<file path="src/rtl/id_operand_stage_pkg.sv">
// Shared definitions for the ID operand stage.
// Holds the conditional-write encodings, the hard-wired zero register
// address, the NOP operation codes driven into bubbles, the FSM state
// type and the stall-counter saturation value.
package id_operand_stage_pkg;

    typedef enum logic [1:0] {
        COND_ALWAYS = 2'b00,
        COND_NZ     = 2'b01,
        COND_Z      = 2'b10,
        COND_NEVER  = 2'b11
    } cond_e;

    typedef enum logic [1:0] {
        ST_RUN    = 2'd0,
        ST_HOLD   = 2'd1,
        ST_BUBBLE = 2'd2
    } state_e;

    localparam int unsigned REG_ZERO      = 0;
    localparam int unsigned NOP_ALUOP     = 0;
    localparam int unsigned NOP_ALUSEL    = 0;
    localparam logic [31:0] STALL_CNT_MAX = 32'hFFFF_FFFF;

    // True when the conditional-write code lets the write through.
    function automatic logic cond_allows(logic [1:0] cond, logic op2_zero);
        logic ok;
        case (cond)
            COND_ALWAYS: ok = 1'b1;
            COND_NZ:     ok = !op2_zero;
            COND_Z:      ok = op2_zero;
            default:     ok = 1'b0;
        endcase
        return ok;
    endfunction

endpackage

</file>
<file path="src/rtl/id_operand_stage_if.sv">
// Decode-to-execute bus of the ID operand stage.
// dec_*   : decoded instruction fields presented by the decoder.
// ex_*    : registered ID/EX fields presented to the execute stage.
// master  : decoder/execute side (drives dec_*, observes ex_*).
// slave   : the operand stage itself (consumes dec_*, drives ex_*).
interface id_operand_stage_if #(
    parameter int DATA_W   = 32,
    parameter int ADDR_W   = 5,
    parameter int ALUOP_W  = 8,
    parameter int ALUSEL_W = 3
);
    logic                dec_valid;
    logic                rd1_en;
    logic                rd2_en;
    logic [ADDR_W-1:0]   rd1_addr;
    logic [ADDR_W-1:0]   rd2_addr;
    logic [DATA_W-1:0]   imm;
    logic [ADDR_W-1:0]   dec_wd;
    logic                dec_wreg;
    logic [1:0]          dec_cond;
    logic [ALUOP_W-1:0]  dec_aluop;
    logic [ALUSEL_W-1:0] dec_alusel;

    logic                ex_valid;
    logic                ex_wreg;
    logic [DATA_W-1:0]   ex_reg1;
    logic [DATA_W-1:0]   ex_reg2;
    logic [ADDR_W-1:0]   ex_wd;
    logic [ALUOP_W-1:0]  ex_aluop;
    logic [ALUSEL_W-1:0] ex_alusel;

    modport master (
        output dec_valid, rd1_en, rd2_en, rd1_addr, rd2_addr, imm,
               dec_wd, dec_wreg, dec_cond, dec_aluop, dec_alusel,
        input  ex_valid, ex_wreg, ex_reg1, ex_reg2, ex_wd, ex_aluop, ex_alusel
    );

    modport slave (
        input  dec_valid, rd1_en, rd2_en, rd1_addr, rd2_addr, imm,
               dec_wd, dec_wreg, dec_cond, dec_aluop, dec_alusel,
        output ex_valid, ex_wreg, ex_reg1, ex_reg2, ex_wd, ex_aluop, ex_alusel
    );
endinterface

</file>
<file path="src/rtl/id_operand_stage_operand_resolve.sv">
// Resolves one source operand of the instruction in decode.
// rd_en_i/rd_addr_i : register read request; imm_i used when not reading.
// rf_data_i         : register file read data for rd_addr_i.
// fwd_*_i           : packed forwarding sources, index 0 is the youngest.
// operand_o         : resolved operand value.
// load_use_o        : the selected forwarding source is a load whose data
//                     is not available yet.
module operand_resolve
    import id_operand_stage_pkg::*;
#(
    parameter int DATA_W = 32,
    parameter int ADDR_W = 5,
    parameter int N_FWD  = 2
) (
    input  logic                      rd_en_i,
    input  logic [ADDR_W-1:0]         rd_addr_i,
    input  logic [DATA_W-1:0]         imm_i,
    input  logic [DATA_W-1:0]         rf_data_i,
    input  logic [N_FWD-1:0]          fwd_wreg_i,
    input  logic [N_FWD*ADDR_W-1:0]   fwd_wd_i,
    input  logic [N_FWD*DATA_W-1:0]   fwd_wdata_i,
    input  logic [N_FWD-1:0]          fwd_is_load_i,
    output logic [DATA_W-1:0]         operand_o,
    output logic                      load_use_o
);
    logic              hit;
    logic [DATA_W-1:0] hit_data;
    logic              hit_load;
    logic              addr_zero;

    assign addr_zero = (rd_addr_i == ADDR_W'(REG_ZERO));

    // Scan oldest to youngest so the youngest matching source wins.
    always_comb begin
        hit      = 1'b0;
        hit_data = '0;
        hit_load = 1'b0;
        for (int i = N_FWD - 1; i >= 0; i--) begin
            if (fwd_wreg_i[i] && (fwd_wd_i[i*ADDR_W +: ADDR_W] == rd_addr_i)) begin
                hit      = 1'b1;
                hit_data = fwd_wdata_i[i*DATA_W +: DATA_W];
                hit_load = fwd_is_load_i[i];
            end
        end
    end

    always_comb begin
        operand_o = rf_data_i;
        if (!rd_en_i) begin
            operand_o = imm_i;
        end else if (addr_zero) begin
            operand_o = '0;
        end else if (hit) begin
            operand_o = hit_data;
        end
    end

    assign load_use_o = rd_en_i && !addr_zero && hit && hit_load;

endmodule

</file>
<file path="src/rtl/id_operand_stage.sv">
// ID operand stage: resolves both operands (immediate, zero register,
// forwarding, register file), detects load-use hazards, evaluates the
// conditional write enable and holds the ID/EX pipeline register.
// clk, rst          : clock, synchronous active-high reset.
// bus (slave)       : decoded fields in, ID/EX register fields out.
// rf_data1/2        : register file read data.
// fwd_*             : forwarding sources, index 0 youngest.
// stall_i, flush_i  : downstream busy, squash.
// stall_o           : hold IF/ID this cycle.
// stall_cnt         : saturating count of stalled cycles.
//
// state     | meaning
// ST_RUN    | issuing normally
// ST_HOLD   | downstream busy, ID/EX register frozen
// ST_BUBBLE | a load-use bubble was inserted last edge
module id_operand_stage
    import id_operand_stage_pkg::*;
#(
    parameter int DATA_W   = 32,
    parameter int ADDR_W   = 5,
    parameter int N_FWD    = 2,
    parameter int ALUOP_W  = 8,
    parameter int ALUSEL_W = 3
) (
    input  logic                    clk,
    input  logic                    rst,
    id_operand_stage_if.slave       bus,
    input  logic [DATA_W-1:0]       rf_data1,
    input  logic [DATA_W-1:0]       rf_data2,
    input  logic [N_FWD-1:0]        fwd_wreg,
    input  logic [N_FWD*ADDR_W-1:0] fwd_wd,
    input  logic [N_FWD*DATA_W-1:0] fwd_wdata,
    input  logic [N_FWD-1:0]        fwd_is_load,
    input  logic                    stall_i,
    input  logic                    flush_i,
    output logic                    stall_o,
    output logic [31:0]             stall_cnt
);
    state_e              state_q, state_d;
    logic                valid_q, valid_d;
    logic                wreg_q, wreg_d;
    logic [DATA_W-1:0]   reg1_q, reg1_d;
    logic [DATA_W-1:0]   reg2_q, reg2_d;
    logic [ADDR_W-1:0]   wd_q, wd_d;
    logic [ALUOP_W-1:0]  aluop_q, aluop_d;
    logic [ALUSEL_W-1:0] alusel_q, alusel_d;
    logic [31:0]         cnt_q, cnt_d;

    logic [DATA_W-1:0]   op1, op2;
    logic                lu1, lu2;
    logic                hazard;
    logic                take_bubble, take_dec;

    operand_resolve #(.DATA_W(DATA_W), .ADDR_W(ADDR_W), .N_FWD(N_FWD)) u_op1 (
        .rd_en_i       (bus.rd1_en),
        .rd_addr_i     (bus.rd1_addr),
        .imm_i         (bus.imm),
        .rf_data_i     (rf_data1),
        .fwd_wreg_i    (fwd_wreg),
        .fwd_wd_i      (fwd_wd),
        .fwd_wdata_i   (fwd_wdata),
        .fwd_is_load_i (fwd_is_load),
        .operand_o     (op1),
        .load_use_o    (lu1)
    );

    operand_resolve #(.DATA_W(DATA_W), .ADDR_W(ADDR_W), .N_FWD(N_FWD)) u_op2 (
        .rd_en_i       (bus.rd2_en),
        .rd_addr_i     (bus.rd2_addr),
        .imm_i         (bus.imm),
        .rf_data_i     (rf_data2),
        .fwd_wreg_i    (fwd_wreg),
        .fwd_wd_i      (fwd_wd),
        .fwd_wdata_i   (fwd_wdata),
        .fwd_is_load_i (fwd_is_load),
        .operand_o     (op2),
        .load_use_o    (lu2)
    );

    // An empty slot never stalls the pipe.
    assign hazard  = bus.dec_valid && (lu1 || lu2);
    assign stall_o = !flush_i && (stall_i || hazard);

    // HOLD and BUBBLE leave through the same evaluation as RUN, so the
    // hazard is re-checked in the cycle the stall releases.
    always_comb begin
        take_bubble = flush_i || (!stall_i && (hazard || !bus.dec_valid));
        take_dec    = !flush_i && !stall_i && !hazard && bus.dec_valid;

        state_d = ST_RUN;
        if (!flush_i && stall_i) begin
            state_d = ST_HOLD;
        end else if (!flush_i && hazard) begin
            state_d = ST_BUBBLE;
        end

        valid_d  = valid_q;
        wreg_d   = wreg_q;
        reg1_d   = reg1_q;
        reg2_d   = reg2_q;
        wd_d     = wd_q;
        aluop_d  = aluop_q;
        alusel_d = alusel_q;
        if (take_bubble) begin
            valid_d  = 1'b0;
            wreg_d   = 1'b0;
            reg1_d   = '0;
            reg2_d   = '0;
            wd_d     = '0;
            aluop_d  = ALUOP_W'(NOP_ALUOP);
            alusel_d = ALUSEL_W'(NOP_ALUSEL);
        end else if (take_dec) begin
            valid_d  = 1'b1;
            wreg_d   = bus.dec_wreg && cond_allows(bus.dec_cond, (op2 == '0));
            reg1_d   = op1;
            reg2_d   = op2;
            wd_d     = bus.dec_wd;
            aluop_d  = bus.dec_aluop;
            alusel_d = bus.dec_alusel;
        end

        cnt_d = cnt_q;
        if (stall_o && (cnt_q != STALL_CNT_MAX)) begin
            cnt_d = cnt_q + 32'd1;
        end
    end

    always_ff @(posedge clk) begin
        if (rst) begin
            state_q  <= ST_RUN;
            valid_q  <= 1'b0;
            wreg_q   <= 1'b0;
            reg1_q   <= '0;
            reg2_q   <= '0;
            wd_q     <= '0;
            aluop_q  <= ALUOP_W'(NOP_ALUOP);
            alusel_q <= ALUSEL_W'(NOP_ALUSEL);
            cnt_q    <= '0;
        end else begin
            state_q  <= state_d;
            valid_q  <= valid_d;
            wreg_q   <= wreg_d;
            reg1_q   <= reg1_d;
            reg2_q   <= reg2_d;
            wd_q     <= wd_d;
            aluop_q  <= aluop_d;
            alusel_q <= alusel_d;
            cnt_q    <= cnt_d;
        end
    end

    assign bus.ex_valid  = valid_q;
    assign bus.ex_wreg   = wreg_q;
    assign bus.ex_reg1   = reg1_q;
    assign bus.ex_reg2   = reg2_q;
    assign bus.ex_wd     = wd_q;
    assign bus.ex_aluop  = aluop_q;
    assign bus.ex_alusel = alusel_q;
    assign stall_cnt     = cnt_q;

endmodule

</file>
<file path="src/flat_wrapper.sv">
// flat-port wrapper written by rule: the top's interface ports become plain ports
module id_operand_stage_flat import id_operand_stage_pkg::*;
#(
    parameter int DATA_W   = 32,
    parameter int ADDR_W   = 5,
    parameter int N_FWD    = 2,
    parameter int ALUOP_W  = 8,
    parameter int ALUSEL_W = 3
)
  (clk, rst, rf_data1, rf_data2, fwd_wreg, fwd_wd, fwd_wdata, fwd_is_load, stall_i, flush_i, stall_o, stall_cnt, bus_dec_valid, bus_rd1_en, bus_rd2_en, bus_rd1_addr, bus_rd2_addr, bus_imm, bus_dec_wd, bus_dec_wreg, bus_dec_cond, bus_dec_aluop, bus_dec_alusel, bus_ex_valid, bus_ex_wreg, bus_ex_reg1, bus_ex_reg2, bus_ex_wd, bus_ex_aluop, bus_ex_alusel);
  id_operand_stage_if #(.DATA_W(DATA_W), .ADDR_W(ADDR_W), .ALUOP_W(ALUOP_W), .ALUSEL_W(ALUSEL_W)) bus_i ();
  input  logic clk;
  input  logic rst;
  input  logic [DATA_W-1:0] rf_data1;
  input  logic [DATA_W-1:0] rf_data2;
  input  logic [N_FWD-1:0] fwd_wreg;
  input  logic [N_FWD*ADDR_W-1:0] fwd_wd;
  input  logic [N_FWD*DATA_W-1:0] fwd_wdata;
  input  logic [N_FWD-1:0] fwd_is_load;
  input  logic stall_i;
  input  logic flush_i;
  output logic stall_o;
  output logic [31:0] stall_cnt;
  input wire logic [$bits(bus_i.dec_valid)-1:0] bus_dec_valid;
  input wire logic [$bits(bus_i.rd1_en)-1:0] bus_rd1_en;
  input wire logic [$bits(bus_i.rd2_en)-1:0] bus_rd2_en;
  input wire logic [$bits(bus_i.rd1_addr)-1:0] bus_rd1_addr;
  input wire logic [$bits(bus_i.rd2_addr)-1:0] bus_rd2_addr;
  input wire logic [$bits(bus_i.imm)-1:0] bus_imm;
  input wire logic [$bits(bus_i.dec_wd)-1:0] bus_dec_wd;
  input wire logic [$bits(bus_i.dec_wreg)-1:0] bus_dec_wreg;
  input wire logic [$bits(bus_i.dec_cond)-1:0] bus_dec_cond;
  input wire logic [$bits(bus_i.dec_aluop)-1:0] bus_dec_aluop;
  input wire logic [$bits(bus_i.dec_alusel)-1:0] bus_dec_alusel;
  output wire logic [$bits(bus_i.ex_valid)-1:0] bus_ex_valid;
  output wire logic [$bits(bus_i.ex_wreg)-1:0] bus_ex_wreg;
  output wire logic [$bits(bus_i.ex_reg1)-1:0] bus_ex_reg1;
  output wire logic [$bits(bus_i.ex_reg2)-1:0] bus_ex_reg2;
  output wire logic [$bits(bus_i.ex_wd)-1:0] bus_ex_wd;
  output wire logic [$bits(bus_i.ex_aluop)-1:0] bus_ex_aluop;
  output wire logic [$bits(bus_i.ex_alusel)-1:0] bus_ex_alusel;
  assign bus_i.dec_valid = bus_dec_valid;
  assign bus_i.rd1_en = bus_rd1_en;
  assign bus_i.rd2_en = bus_rd2_en;
  assign bus_i.rd1_addr = bus_rd1_addr;
  assign bus_i.rd2_addr = bus_rd2_addr;
  assign bus_i.imm = bus_imm;
  assign bus_i.dec_wd = bus_dec_wd;
  assign bus_i.dec_wreg = bus_dec_wreg;
  assign bus_i.dec_cond = bus_dec_cond;
  assign bus_i.dec_aluop = bus_dec_aluop;
  assign bus_i.dec_alusel = bus_dec_alusel;
  assign bus_ex_valid = bus_i.ex_valid;
  assign bus_ex_wreg = bus_i.ex_wreg;
  assign bus_ex_reg1 = bus_i.ex_reg1;
  assign bus_ex_reg2 = bus_i.ex_reg2;
  assign bus_ex_wd = bus_i.ex_wd;
  assign bus_ex_aluop = bus_i.ex_aluop;
  assign bus_ex_alusel = bus_i.ex_alusel;
  id_operand_stage #(.DATA_W(DATA_W), .ADDR_W(ADDR_W), .N_FWD(N_FWD), .ALUOP_W(ALUOP_W), .ALUSEL_W(ALUSEL_W)) u_core (.clk(clk), .rst(rst), .bus(bus_i), .rf_data1(rf_data1), .rf_data2(rf_data2), .fwd_wreg(fwd_wreg), .fwd_wd(fwd_wd), .fwd_wdata(fwd_wdata), .fwd_is_load(fwd_is_load), .stall_i(stall_i), .flush_i(flush_i), .stall_o(stall_o), .stall_cnt(stall_cnt));
endmodule
</file>
<file path="config.mk">
export PLATFORM = sky130hd
export DESIGN_NAME = id_operand_stage_flat
export DESIGN_NICKNAME = d
export VERILOG_FILES = /design/src/rtl/id_operand_stage_pkg.sv /design/src/rtl/id_operand_stage_if.sv /design/src/rtl/id_operand_stage_operand_resolve.sv /design/src/rtl/id_operand_stage.sv /design/src/flat_wrapper.sv
export SDC_FILE = /design/constraint.sdc
export NUM_CORES = 1
export LEC_CHECK = 0
export CORE_MARGIN = 8
export CORE_UTILIZATION = 42
export DETAILED_ROUTE_END_ITERATION = 7
export HOLD_SLACK_MARGIN = 0.08
export PLACE_DENSITY = 0.87
export SLEW_MARGIN = 5
export SYNTH_ARGS = -nofsm -noshare
export SYNTH_HDL_FRONTEND = slang
export SYNTH_SLANG_ARGS = --single-unit
</file>
<file path="constraint.sdc">
create_clock -name clk -period 4.6 [get_ports clk]
set_clock_uncertainty 0.15 [all_clocks]
set_input_delay 0.92 -clock clk [delete_from_list [all_inputs] [get_ports clk]]
set_output_delay 0.92 -clock clk [all_outputs]
set_load 0.02 [all_outputs]
</file>
==> key figures, run 1 <==
Run status
  • Outcome: complete, no violations

Power
  • Worst VDD drop: ~0.00026 V
  • Clock share of power: 44.0%
  • Combinational Power Share: 19.9%
  • Total power: 2.80 mW
  • P_leak: 3.65 nW
  • Int Pwr: 2.05 mW
  • Switching power: roughly 0.75 mW
  • Net Sw Frac: 26.8%
  • Flop pwr share: approximately 36%
  • Pwr dens: 257 nW/um2

Finish
  • Nets: 1380
  • Proportion of layout cells with a drive suffix above 1: 7.45%
  • Commonest cells after routing, fill and taps aside: 323 x clkdlybuf4s50_1, 135 x nor2_1, 114 x dfxtp_1, 93 x a211oi_1, 76 x a21oi_1
  • Area of the multi-input gates: 4210 um2
  • Filler cells: 1323
  • Area grow syn2layout: 60.7%
  • Register area: around 2300 um2
  • Post-layout util: 68.8%
  • Most common cell after layout, fill and taps aside: clkdlybuf4s50_1

Global routing
  • Global-route wire length before repair: 45200 um
  • Vias in the first global route: 8097
  • Initial antenna violation count: 4
  • Pin count of the biggest net entering global routing: 83
  • Gr ovfl total: 0
  • GRT Overall Usage: 28.6%

Setup path
  • Slack of the worst reg-to-reg path: 1.45 ns
  • CP arrival: just over 3 ns
  • Worst Setup End Kind: primary output
  • Critical path class: in2out
  • Worst R2R End: u_core.stall_cnt[30]
  • CP startpoint kind: primary input
  • CP Max Fanout: 3
  • FF-to-FF Start: u_core.stall_cnt[2]
  • CP required: 3.53 ns
  • Worst r2r path cells: 8

Yosys
  • Prevailing post-synth register cell: dfxtp_1
  • Syn Std Cell Area: just under 7000 um2
  • Syn nets: 1079
  • Seq/Total Area, Yosys: 33.7%
  • Synth warn: 0
  • Number of flops mapped to enable cells by yosys: 0
  • Post-synth cell types: 48
  • Mapped Cells: 868
  • Avg Cell Area, Syn: 7.80 um2
  • Ys async rst share: 0%
  • Synthesized flop and latch total: 114

Timing
  • Max-slew violations: 0
  • F_max: between 0.2 and 0.25 GHz
  • RSZ-0062 raised after global routing: false
  • Final setup violation count: 0
  • Final Hold Fails: 0
  • Tightest Pin Transition: 0.642 ns
  • Fin crit period: roughly 4.2 ns
  • Setup WS post-layout: between 0.4 and 0.5 ns
  • Total negative slack: 0 ns
  • Max_slew headroom: between 50% and 60%
  • Period utilization: 90.6%

Floorplan
  • Die area: 20400 um2
  • Initial core utilization: 42.8%
  • Die Wd: 143 um
  • Area of the core: 15800 um2
  • Chip Height: ~140 um
  • I/O pin total: 325
  • Rows: 46

Clock network
  • Hold_buf cts: 0
  • Cts bufs inserted: 17
  • Clk sink count: between 100 and 150
  • Clock slew seen by the registers of the worst setup and hold paths: 0.05 ns
  • Post_cts resized: 0
  • Clk_lat worst skew: roughly 0.41 ns
  • Clock buffer depth: 2
  • CTS tree: done
  • CTS H-tree depth: 4
  • Root buffer cell: clkbuf_16
  • Postcts setup bufs: 0

Drt
  • Post-DR wirelength/cell: about 21 um
  • Via/cell ratio: 5.82
  • Post-route ant nets: 0
  • DRC: 0
  • Wirelength, routed: roughly 30000 um
  • DR pass1 iterations: 5
  • Iter 0 DRT Violations: 692
  • Vias: 8149

Min path
  • Hold Crit Class: reg2reg
  • WHS Endpoint: u_core.bus.ex_valid
  • Hold path start: u_core.bus.ex_valid
  • WHS Path Cells: 2

Place
  • Pre-CTS WS: 0.108 ns
  • Detailed Place HPWL: ~23000 um
  • Port Buffers: around 320
  • Routability cong.: 0.945

Run
  • Max-Cap Viols: 0
Yosys cell counts, drive strengths merged (8+ instances only):
| cell type | number | area share [%] |
|---|---|---|
| nor2 | 135 | 7.5 |
| buf | 13 | 0.92 |
| o31ai | 22 | 2.4 |
| o21ai | 39 | 2.9 |
| nand2 | 29 | 1.6 |
| inv | 9 | 0.50 |
| or3 | 15 | 1.4 |
| nand4 | 8 | 0.74 |
| nor4 | 15 | 1.5 |
| mux2 | 14 | 2.3 |
| xor2 | 9 | 1.2 |
| clkbuf | 61 | 3.4 |
| mux2i | 52 | 7.7 |
| a31oi | 27 | 2.5 |
| dfxtp | 114 | 34 |
| o2bb2ai | 8 | 1.0 |
| xnor2 | 17 | 2.2 |
| a21oi | 76 | 5.6 |
| and3 | 11 | 1.0 |
| a211oi | 93 | 10 |
| nand3 | 40 | 3.0 |
area by class of cell:
cell class              instances  area share (%)
multi-input cells             671            38.7
diodes                          1          0.0230
flip-flops and latches        114            21.0
clock buffers                  21            4.23
inverters                       9           0.310
repair buffers                356            32.5
clock inverters                11           0.805
well taps                     216            2.48
state kept, by name (all words and copies together), names as in the netlist:
signal                count
u_core.bus.ex_reg2       32
u_core.bus.ex_reg1       32
u_core.bus.ex_aluop       8
u_core.bus.ex_valid       1
u_core.bus.ex_wd          5
u_core.bus.ex_wreg        1
u_core.bus.ex_alusel      3
u_core.stall_cnt         32
metrics by stage:
stage / hold WS [ns] / instance area, um2 / cells
floorplan: 0.400 / 6770 / 868
global placement: 0.308 / 10300 / 1366
detailed placement: 0.332 / 10300 / 1366
CTS: 0.343 / 10900 / 1398
global route: 0.358 / 10900 / 1399
finish: 0.332 / 10900 / 1399
kinds of logic (layout without fill, tap and decap cells):
family	after synthesis	count (layout)	share of synthesized area (%)
and+or+nand+nor	291	291	20.5
AOI/OAI and AO/OA	287	287	27.4
DFF	114	114	33.7
buffers and inverters	83	397	4.80
muxes	66	66	10.0
xor gates and xnor gates	26	26	3.36
adders and majority gates	1	1	0.185
other	0	1	0
worst max-delay path, cell delays in order:
cell and delay [ns]:
clkdlybuf4s50_1 0.46, xor2_1 0.18, nor4_1 0.37, buf_4 0.19, nand3_1 0.08, a21o_1 0.18
o21ai_1 0.16, a21oi_1 0.16, nor2_1 0.13, dlymetal6s2s_1 0.26
routing by layer:
metal / global-route usage (%) / vias to the layer above / share of wire, %
met5: 0 / - / 0.12
met4: 13.7 / 6 / 4.4
met3: 10.1 / 96 / 11
met2: 47.9 / 510 / 48
met1: 31.6 / 3673 / 36
li1: - / 3864 / -
power by group through the flow:
stage          sequential, mW  combinational (mW)  clock [mW]
3_3_place_gp             1.03               0.544           0
6_report                 1.01               0.556        1.23
4_1_cts                  1.01               0.551        1.24
3_5_place_dp             1.03               0.548           0
5_1_grt                  1.01               0.595        1.29
2_1_floorplan            1.05               0.215           0
worst max-delay path by stage:
stage,from,endpoint,slack (ns),cells past startpoint
after floorplan,bus_rd1_addr[1],stall_o,0.99,6
after global placement,fwd_wd[1],stall_o,0.07,10
after detailed placement,bus_rd1_addr[0],stall_o,0.11,9
after CTS,bus_rd1_addr[0],stall_o,0.07,9
after global routing,bus_rd2_addr[4],stall_o,0.29,9
final,fwd_wd[3],stall_o,0.43,10
Note: power is estimated with default switching activity, not from simulation.
==> inputs of run 2 (changes only) <==
- CTS_CLUSTER_SIZE: not set -> 28
==> results of run 2 <==
The final DEF is identical to that of run 1; final timing and power are the same.
